<file path="config.mk">
export PLATFORM = sky130hd
export DESIGN_NAME = regfile_scoreboard
export DESIGN_NICKNAME = d
export VERILOG_FILES = /design/src/rtl/regfile_scoreboard_pkg.sv /design/src/rtl/regfile_wr_arbiter.sv /design/src/rtl/regfile_scoreboard.sv
export SDC_FILE = /design/constraint.sdc
export NUM_CORES = 2
export LEC_CHECK = 0
export CORE_MARGIN = 2
export CORE_UTILIZATION = 29
export CTS_CLUSTER_DIAMETER = 50
export DETAILED_ROUTE_END_ITERATION = 8
export HOLD_SLACK_MARGIN = 0.03
export PLACE_DENSITY = 0.43
export SLEW_MARGIN = 40
export SYNTH_ARGS = -nofsm -noshare
export SYNTH_HDL_FRONTEND = slang
export SYNTH_HIERARCHICAL = 1
export SYNTH_SLANG_ARGS = --single-unit
</file>
<file path="constraint.sdc">
create_clock -name clk_i -period 9.43 [get_ports clk_i]
set_clock_uncertainty 0.1 [all_clocks]
set_input_delay 1.886 -clock clk_i [delete_from_list [all_inputs] [get_ports clk_i]]
set_output_delay 1.886 -clock clk_i [all_outputs]
set_load 0.02 [all_outputs]
</file>
<file path="src/rtl/regfile_scoreboard_pkg.sv">
// Shared constants and reset-image helper for the decode-stage register file.
// No logic, no latency; write-backs are never backpressured.
package regfile_scoreboard_pkg;

    localparam int          DATA_W_DEF   = 32;
    localparam int          ADDR_W_DEF   = 5;
    localparam int          LINK_IDX_DEF = 31;
    localparam int          SP_IDX_DEF   = 29;
    localparam logic [31:0] SP_INIT_DEF  = 32'h0000_7FFF;
    localparam logic [63:0] REG0_VAL     = 64'd0;

    // Reset image: every register holds its own index, except reg0 and the stack pointer.
    function automatic logic [63:0] reset_value(input int k, input int sp_idx, input logic [63:0] sp_init);
        if (k == 0) begin
            return REG0_VAL;
        end else if (k == sp_idx) begin
            return sp_init;
        end
        return 64'(k);
    endfunction

endpackage

</file>
<file path="src/rtl/regfile_wr_arbiter.sv">
// Per-address winning write: link channel beats wr ports, higher wr port beats lower.
// Purely combinational, 0 cycles; never backpressures.
module regfile_wr_arbiter
    import regfile_scoreboard_pkg::*;
#(
    parameter int DATA_W   = DATA_W_DEF,
    parameter int ADDR_W   = ADDR_W_DEF,
    parameter int NWR      = 2,
    parameter int LINK_IDX = LINK_IDX_DEF
) (
    input  logic [NWR-1:0]                      wr_en_i,
    input  logic [NWR*ADDR_W-1:0]               wr_addr_i,
    input  logic [NWR*DATA_W-1:0]               wr_data_i,
    input  logic                                link_en_i,
    input  logic                                link_take_i,
    input  logic [DATA_W-1:0]                   link_data_i,
    output logic [(1<<ADDR_W)-1:0]              hit_o,
    output logic [(1<<ADDR_W)-1:0][DATA_W-1:0]  data_o
);

    localparam logic [ADDR_W-1:0] LINK_A = ADDR_W'(LINK_IDX);

    always_comb begin
        hit_o  = '0;
        data_o = '0;
        // Ascending scan lets the highest-numbered port overwrite earlier winners.
        for (int j = 0; j < NWR; j++) begin
            if (wr_en_i[j] && (wr_addr_i[j*ADDR_W +: ADDR_W] != '0)) begin
                hit_o[wr_addr_i[j*ADDR_W +: ADDR_W]]  = 1'b1;
                data_o[wr_addr_i[j*ADDR_W +: ADDR_W]] = wr_data_i[j*DATA_W +: DATA_W];
            end
        end
        if (link_en_i && link_take_i && (LINK_A != '0)) begin
            hit_o[LINK_A]  = 1'b1;
            data_o[LINK_A] = link_data_i;
        end
    end

endmodule

</file>
<file path="src/rtl/regfile_scoreboard.sv">
// Multi-port register file with pending-write scoreboard, optional write->read bypass and link channel.
// Reads/stall combinational; writes commit at posedge; writes never stalled, issue_stall_o gates decode only.
module regfile_scoreboard
    import regfile_scoreboard_pkg::*;
#(
    parameter int                DATA_W   = DATA_W_DEF,
    parameter int                ADDR_W   = ADDR_W_DEF,
    parameter int                NRD      = 2,
    parameter int                NWR      = 2,
    parameter int                LINK_IDX = LINK_IDX_DEF,
    parameter int                SP_IDX   = SP_IDX_DEF,
    parameter logic [DATA_W-1:0] SP_INIT  = DATA_W'(SP_INIT_DEF),
    parameter int                BYPASS   = 1
) (
    input  logic                    clk_i,
    input  logic                    rst_ni,
    input  logic [NRD-1:0]          rd_en_i,
    input  logic [NRD*ADDR_W-1:0]   rd_addr_i,
    output logic [NRD*DATA_W-1:0]   rd_data_o,
    output logic [NRD-1:0]          rd_busy_o,
    output logic                    issue_stall_o,
    input  logic                    sb_set_en_i,
    input  logic [ADDR_W-1:0]       sb_set_addr_i,
    input  logic [NWR-1:0]          wr_en_i,
    input  logic [NWR*ADDR_W-1:0]   wr_addr_i,
    input  logic [NWR*DATA_W-1:0]   wr_data_i,
    input  logic                    link_en_i,
    input  logic                    link_take_i,
    input  logic [DATA_W-1:0]       link_data_i
);

    localparam int DEPTH = 1 << ADDR_W;

    logic [DATA_W-1:0]              regs_q [DEPTH];
    logic [DATA_W-1:0]              regs_d [DEPTH];
    logic [DEPTH-1:0]               busy_q;
    logic [DEPTH-1:0]               busy_d;
    logic [DEPTH-1:0]               wr_hit;
    logic [DEPTH-1:0][DATA_W-1:0]   wr_dat;
    logic                           dest_busy;
    logic                           set_ok;

    regfile_wr_arbiter #(
        .DATA_W   (DATA_W),
        .ADDR_W   (ADDR_W),
        .NWR      (NWR),
        .LINK_IDX (LINK_IDX)
    ) u_arb (
        .wr_en_i     (wr_en_i),
        .wr_addr_i   (wr_addr_i),
        .wr_data_i   (wr_data_i),
        .link_en_i   (link_en_i),
        .link_take_i (link_take_i),
        .link_data_i (link_data_i),
        .hit_o       (wr_hit),
        .data_o      (wr_dat)
    );

    // A destination retiring this cycle is free for a new issue (younger writer takes over).
    assign dest_busy = busy_q[sb_set_addr_i] & ~wr_hit[sb_set_addr_i];
    assign set_ok    = sb_set_en_i && (sb_set_addr_i != '0) && !dest_busy;

    always_comb begin
        regs_d = regs_q;
        busy_d = busy_q & ~wr_hit;
        for (int k = 0; k < DEPTH; k++) begin
            if (wr_hit[k]) begin
                regs_d[k] = wr_dat[k];
            end
        end
        if (set_ok) begin
            busy_d[sb_set_addr_i] = 1'b1;
        end
    end

    always_ff @(posedge clk_i or negedge rst_ni) begin
        if (!rst_ni) begin
            for (int k = 0; k < DEPTH; k++) begin
                regs_q[k] <= DATA_W'(reset_value(k, SP_IDX, 64'(SP_INIT)));
            end
            busy_q <= '0;
        end else begin
            regs_q <= regs_d;
            busy_q <= busy_d;
        end
    end

    always_comb begin
        rd_data_o = '0;
        rd_busy_o = '0;
        for (int i = 0; i < NRD; i++) begin
            if (rd_addr_i[i*ADDR_W +: ADDR_W] == '0) begin
                rd_data_o[i*DATA_W +: DATA_W] = DATA_W'(REG0_VAL);
            end else if ((BYPASS != 0) && wr_hit[rd_addr_i[i*ADDR_W +: ADDR_W]]) begin
                rd_data_o[i*DATA_W +: DATA_W] = wr_dat[rd_addr_i[i*ADDR_W +: ADDR_W]];
            end else begin
                rd_data_o[i*DATA_W +: DATA_W] = regs_q[rd_addr_i[i*ADDR_W +: ADDR_W]];
                rd_busy_o[i]                  = busy_q[rd_addr_i[i*ADDR_W +: ADDR_W]];
            end
        end
    end

    assign issue_stall_o = (|(rd_en_i & rd_busy_o)) | (sb_set_en_i & dest_busy);

endmodule

</file>
Word level (Yosys, flattened, before mapping)
Index checks and enable logic that the tools add are counted.
{"block": "totals", "ff_bits": 1056, "inputBits": 130, "output_inout_bits": 67, "elab_cells": 118}
{"block": "classes", "order_cmp": 10, "mux": 48, "bitwise_logic": 12, "reduce_logical": 15}
{"op": "$mux W1024", "count": 2}
{"op": "$and A1024 B1024 Y1024", "count": 1}
{"op": "$bwmux W1024", "count": 1}
{"op": "$bmux W32 S5", "count": 4}
{"op": "$mux W32", "count": 16}
{"op": "$demux W32 S5", "count": 2}
{"op": "$or A32 B32 Y32", "count": 2}
{"op": "$and A32 B32 Y32", "count": 1}
{"op": "$not A32 Y32", "count": 1}
{"op": "$bmux W1 S5", "count": 6}
{"op": "$lt A5 B6 Y1 const B", "count": 5}
{"op": "$demux W1 S5", "count": 3}
{"op": "$ge A5 B1 Y1 const B", "count": 3}
{"op": "$reduce_bool A5 Y1", "count": 3}
{"op": "$mux W1", "count": 14}
{"op": "$ge A6 B6 Y1 const B", "count": 2}
{"op": "$not A5 Y6", "count": 2}
{"op": "$logic_not A5 Y1", "count": 2}
{"op": "$logic_and A1 B1 Y1", "count": 8}
{"op": "$and A1 B1 Y1", "count": 2}
{"op": "$and A2 B2 Y2", "count": 1}
{"op": "$reduce_or A2 Y1", "count": 1}
{"op": "$logic_not A1 Y1", "count": 1}
{"op": "$not A1 Y1", "count": 1}
{"op": "$or A1 B1 Y1", "count": 1}

Logic depth before layout (Yosys ltp)
{"block": "depth", "ltp_word": 15, "ltp_mapped": 17, "depth_no_buf": 9}

By module
Netlist, hierarchy kept.
{"mod": "regfile_scoreboard", "instances": 1, "cells_each": 4607, "area_each_um2": 72833.6, "seq_area_each_um2": 26539.2}
{"mod": "regfile_wr_arbiter", "instances": 1, "cells_each": 1724, "area_each_um2": 12542.0, "seq_area_each_um2": 0.0}

Worst setup path after synthesis
Ideal clock, no wire load.
{"block": "synth_path", "kind": "input to output", "start": "input wr_addr_i[5]", "end": "output issue_stall_o", "t_arrival_ns": 5.528, "t_required_ns": 7.444, "path_slack_ns": 1.916, "cell_stages": 14, "path_buffers": 6, "path_cell_list": "buf_2 nor2b_1 buf_2 and2_1 clkbuf_1 buf_2 o21bai_1 clkbuf_1 mux4_2 o221a_1 or3_1 buf_2 nor4_1 a221o_1"}
{"block": "synth_between", "word_cells_on_any_way": 26, "cone_classes": "order compare (2); mux (14); bitwise (6); reduce/logical (4)"}
{"element": "from (decl)", "line_no": "regfile_scoreboard.sv:25", "source": "input logic [NWR*ADDR_W-1:0] wr_addr_i,"}
{"element": "$lt A5 B6 Y1 (not written as such) / $ge A5 B1 Y1 (equally long branches)", "line_no": "regfile_wr_arbiter.sv:29", "source": "hit_o[wr_addr_i[j*ADDR_W +: ADDR_W]] = 1'b1;"}
{"element": "$logic_and A1 B1 Y1 (not written as such)", "line_no": "regfile_wr_arbiter.sv:29"}
{"element": "$mux W1 (not written as such)", "line_no": "regfile_wr_arbiter.sv:29"}
{"element": "$demux W1 S5"}
{"element": "$or A32 B32 Y32 (no line)"}
{"element": "$mux W32 *", "line_no": "regfile_wr_arbiter.sv:28", "source": "if (wr_en_i[j] && (wr_addr_i[j*ADDR_W +: ADDR_W] != '0)) begin"}
{"element": "via wr_hit[5]", "line_no": "regfile_scoreboard.sv:38", "source": "logic [DEPTH-1:0] wr_hit;"}
{"element": "$bmux W1 S5 *", "line_no": "regfile_scoreboard.sv:94", "source": "end else if ((BYPASS != 0) && wr_hit[rd_addr_i[i*ADDR_W +: ADDR_W]]) begin"}
{"element": "$mux W1 (not written as such) *", "line_no": "regfile_scoreboard.sv:94"}
{"element": "$mux W1 *", "line_no": "regfile_scoreboard.sv:94"}
{"element": "$mux W1 *", "line_no": "regfile_scoreboard.sv:92", "source": "if (rd_addr_i[i*ADDR_W +: ADDR_W] == '0) begin"}
{"element": "via rd_busy_o[0]", "line_no": "regfile_scoreboard.sv:20", "source": "output logic [NRD-1:0] rd_busy_o,"}
{"element": "$and A2 B2 Y2 *", "line_no": "regfile_scoreboard.sv:103", "source": "assign issue_stall_o = (|(rd_en_i & rd_busy_o)) | (sb_set_en_i & dest_busy);"}
{"element": "$reduce_or A2 Y1 *", "line_no": "regfile_scoreboard.sv:103"}
{"element": "$or A1 B1 Y1 *", "line_no": "regfile_scoreboard.sv:103"}
{"element": "to (decl)", "line_no": "regfile_scoreboard.sv:21", "source": "output logic issue_stall_o,"}
Mark *: on every way through the listed nets, which the timed path passes. The rest lies on a longest branch. The select of a mux whose other input is x is not followed.

==> flow_metrics.env <==
export IMPL_die_area_mm2=0.2988
export IMPL_crit_family="compound AO/OA/AOI/OAI gates"
export IMPL_first_iter_violations=9905
export IMPL_grt_pass1_wl_um=612900
export IMPL_period_share_pct=98.25
export IMPL_period_minus_slack_ns=9.265
export IMPL_ff2ff_setup_slack_ns=6.74
export IMPL_wirelength_um=451200
export IMPL_slew_headroom_pct=36.10
export IMPL_gp_congestion=0.9112
export IMPL_r2r_end="busy_q[18]$_DFF_PN0_"
export IMPL_hold_slack_ns=0.4227
export IMPL_finalHoldViolCount=0
export IMPL_initial_utilization_pct=29.11
export IMPL_remaining_drc_errors=0
export IMPL_yosysTopAreaCellShare_pct=31.55
export IMPL_ios=197
export IMPL_grt_max_degree=122
export IMPL_clk_path_buf_depth=4
export IMPL_synth_edf_count=0
export IMPL_setup_viol=0
export IMPL_antenna_left=0
export IMPL_dp_cells=10012
export IMPL_cts_hold_buffers=0
export IMPL_area_growth_pct=17.45
export IMPL_cp_max_fo=12
export IMPL_reg2reg_from="busy_q[3]$_DFF_PN0_"
export IMPL_powerDensity_mw_per_mm2=143.7
export IMPL_dr_pass1_iters=8
export IMPL_synth_seq_cells=1056
export IMPL_critPathSlowestCell="clkdlybuf4s50_1"
export IMPL_hold_path_depth=1
export IMPL_fmaxAchievable_mhz=107.9
export IMPL_finalCoreUtilization_pct=34.19
export IMPL_ir_drop_v=0.0001386
export IMPL_synth_async_reset_ratio_pct=100.0
export IMPL_hp_start="regs_q[386]$_DFFE_PN0P_"
export IMPL_grt_overflow=0
export IMPL_worst_pin_slew_ns=0.9586
export IMPL_die_width_um=546.6
export IMPL_cts_resized=0
export IMPL_drv_cap=0
export IMPL_crit_required_ns=7.44
export IMPL_core_mm2=0.2933
export IMPL_rr_worst_depth=6
export IMPL_critPathBufInv=4
export IMPL_cts_buffers=180
export IMPL_rsz0062_at_grt="no"
export IMPL_whs_endpoint="regs_q[386]$_DFFE_PN0P_"
export IMPL_synth_cell_types=71
export IMPL_cts_root_buf="clkbuf_16"
export IMPL_worst_path_largest_cell_delay_ns=0.71
export IMPL_clk_pin_slew_ns=0.05
export IMPL_cts_tree="done"
export IMPL_cp_start_kind="primary input"
export IMPL_portBuffers=196
export IMPL_post_dp_hpwl_um=292800
export IMPL_die_h_um=546.6
export IMPL_groute_usage_overall_pct=29.40
export IMPL_slew_viol_final=0
export IMPL_drive_above_1_share_pct=52.61
export IMPL_cts_sinks=1056
export IMPL_status="completed"
export IMPL_worstSetupEndpointType="output pin"
export IMPL_antenna_found_initial=26
export IMPL_critPathArrivalTime_ns=7.28
export IMPL_wl_per_cell_um=43.61
export IMPL_viasPerCell=6.890
export IMPL_clk_latency_ns=0.88
export IMPL_ctsHtreeMaxLevel=4
export IMPL_ys_seq_area_share_pct=31.09
export IMPL_yosysWarnings=6
export IMPL_syn_area_mm2=0.08538
export IMPL_synthTopCellsByArea="mux4_2, dfrtp_1, mux2_2, a22o_1, dfstp_2"
export IMPL_row_count=199
export IMPL_synthFlopType="dfrtp_1"
export IMPL_hold_path_class="register to register"
export IMPL_final_net_count=6405
export IMPL_final_cells=10345
export IMPL_vias=71274
export IMPL_p_leak_nw=39.41
export IMPL_synthCells=6331
export IMPL_cts_setup_buffers=0
export IMPL_grt_pass1_vias=71688
export IMPL_syn_area_per_cell_um2=13.49
export IMPL_yosysTopAreaCell="mux4_2"
export IMPL_path_class="primary input to output pin"
export IMPL_fin_setup_tns_ns=0
export IMPL_path_cells="clkdlybuf4s50_1, nand2b_2, buf_4, a211oi_4, a22o_1, mux4_2, mux2i_1, o22ai_1, o21ai_0, a221oi_1, buf_4, clkdlybuf4s50_1"
worst max-delay path by stage:
stage | slack, ns | endpoint | depth (start not counted) | from
5_1_grt | 0.27 | rd_data_o[30] | 11 | wr_addr_i[8]
3_5_place_dp | 0.32 | rd_data_o[30] | 12 | wr_addr_i[1]
4_1_cts | 0.32 | rd_data_o[30] | 12 | wr_addr_i[1]
3_3_place_gp | 0.13 | rd_data_o[34] | 13 | wr_addr_i[1]
6_report | 0.17 | rd_data_o[30] | 12 | wr_addr_i[1]
2_1_floorplan | 1.92 | issue_stall_o | 14 | wr_addr_i[5]
cells in the mapped netlist (49+ instances only):
library cell,number
mux4_2,1196
mux2_2,1027
dfrtp_1,965
a22o_1,836
clkbuf_1,531
buf_2,234
mux2i_1,161
buf_1,151
o22ai_1,150
o2bb2ai_1,128
nor2_1,105
dfstp_2,91
a22oi_1,72
a21oi_1,69
nand2_1,54
buf_4,49
per-stage QoR:
stage	total power [mW]	setup slack, ns	cell area, um2
final	14.41	0.1653	100300
after global routing	14.80	0.2669	100300
after CTS	14.46	0.3208	100200
after detailed placement	7.284	0.3182	93920
after global placement	7.272	0.1295	93850
after floorplan	6.189	1.916	85500
registers in the layout, indices dropped and copies added (netlist names):
name	count
regs_q	1024
busy_q	32
power by group:
group | switching (mW) | internal (mW) | total [mW]
registers | 0.125 | 4.70 | 4.83
logic | 1.52 | 0.910 | 2.43
clock network | 2.69 | 4.46 | 7.15
total | 4.34 | 10.1 | 14.4
cell type report:
type                       instances  area [um2]
tap                             3919        4903
timing repair buffer             709        6829
fill                           28677      193000
clock buffer                     224        4994
antenna                           11       27.53
inverter                          40       150.1
multi-input combinational       4288       55500
sequential                      1056       26540
clock inverter                    98        1334
cell usage in the layout, fill, tap and decap left out, types with 35 or more instances in the layout:
| cell | count |
|---|---|
| nand2_1 | 47 |
| mux4_2 | 1196 |
| a21oi_1 | 68 |
| o22ai_1 | 126 |
| o21ai_0 | 36 |
| nor3_1 | 42 |
| nand3_1 | 36 |
| buf_12 | 94 |
| mux2i_1 | 161 |
| clkbuf_16 | 184 |
| a211oi_1 | 36 |
| o2bb2ai_1 | 128 |
| clkdlybuf4s50_1 | 95 |
| dfrtp_1 | 965 |
| a31oi_1 | 46 |
| a22o_1 | 836 |
| nor2_1 | 80 |
| mux2_2 | 1027 |
| a22oi_1 | 72 |
| buf_4 | 466 |
| o2111ai_1 | 35 |
| inv_1 | 37 |
| dfstp_2 | 91 |
logic make-up after synthesis:
| group | share of synthesized area, % |
|---|---|
| flops | 31.09 |
| simple gates | 1.973 |
| buf+inv | 5.154 |
| compound gates | 14.80 |
| other cells | 0.004392 |
| mux | 46.98 |
routing by layer:
layer | GRT usage, % | wire (um)
met1 | 38.32 | 174100
met2 | 42.49 | 192700
met3 | 8.694 | 50380
met4 | 18.74 | 33810
met5 | 0.1583 | 96
Note: power is estimated with default switching activity, not from simulation.
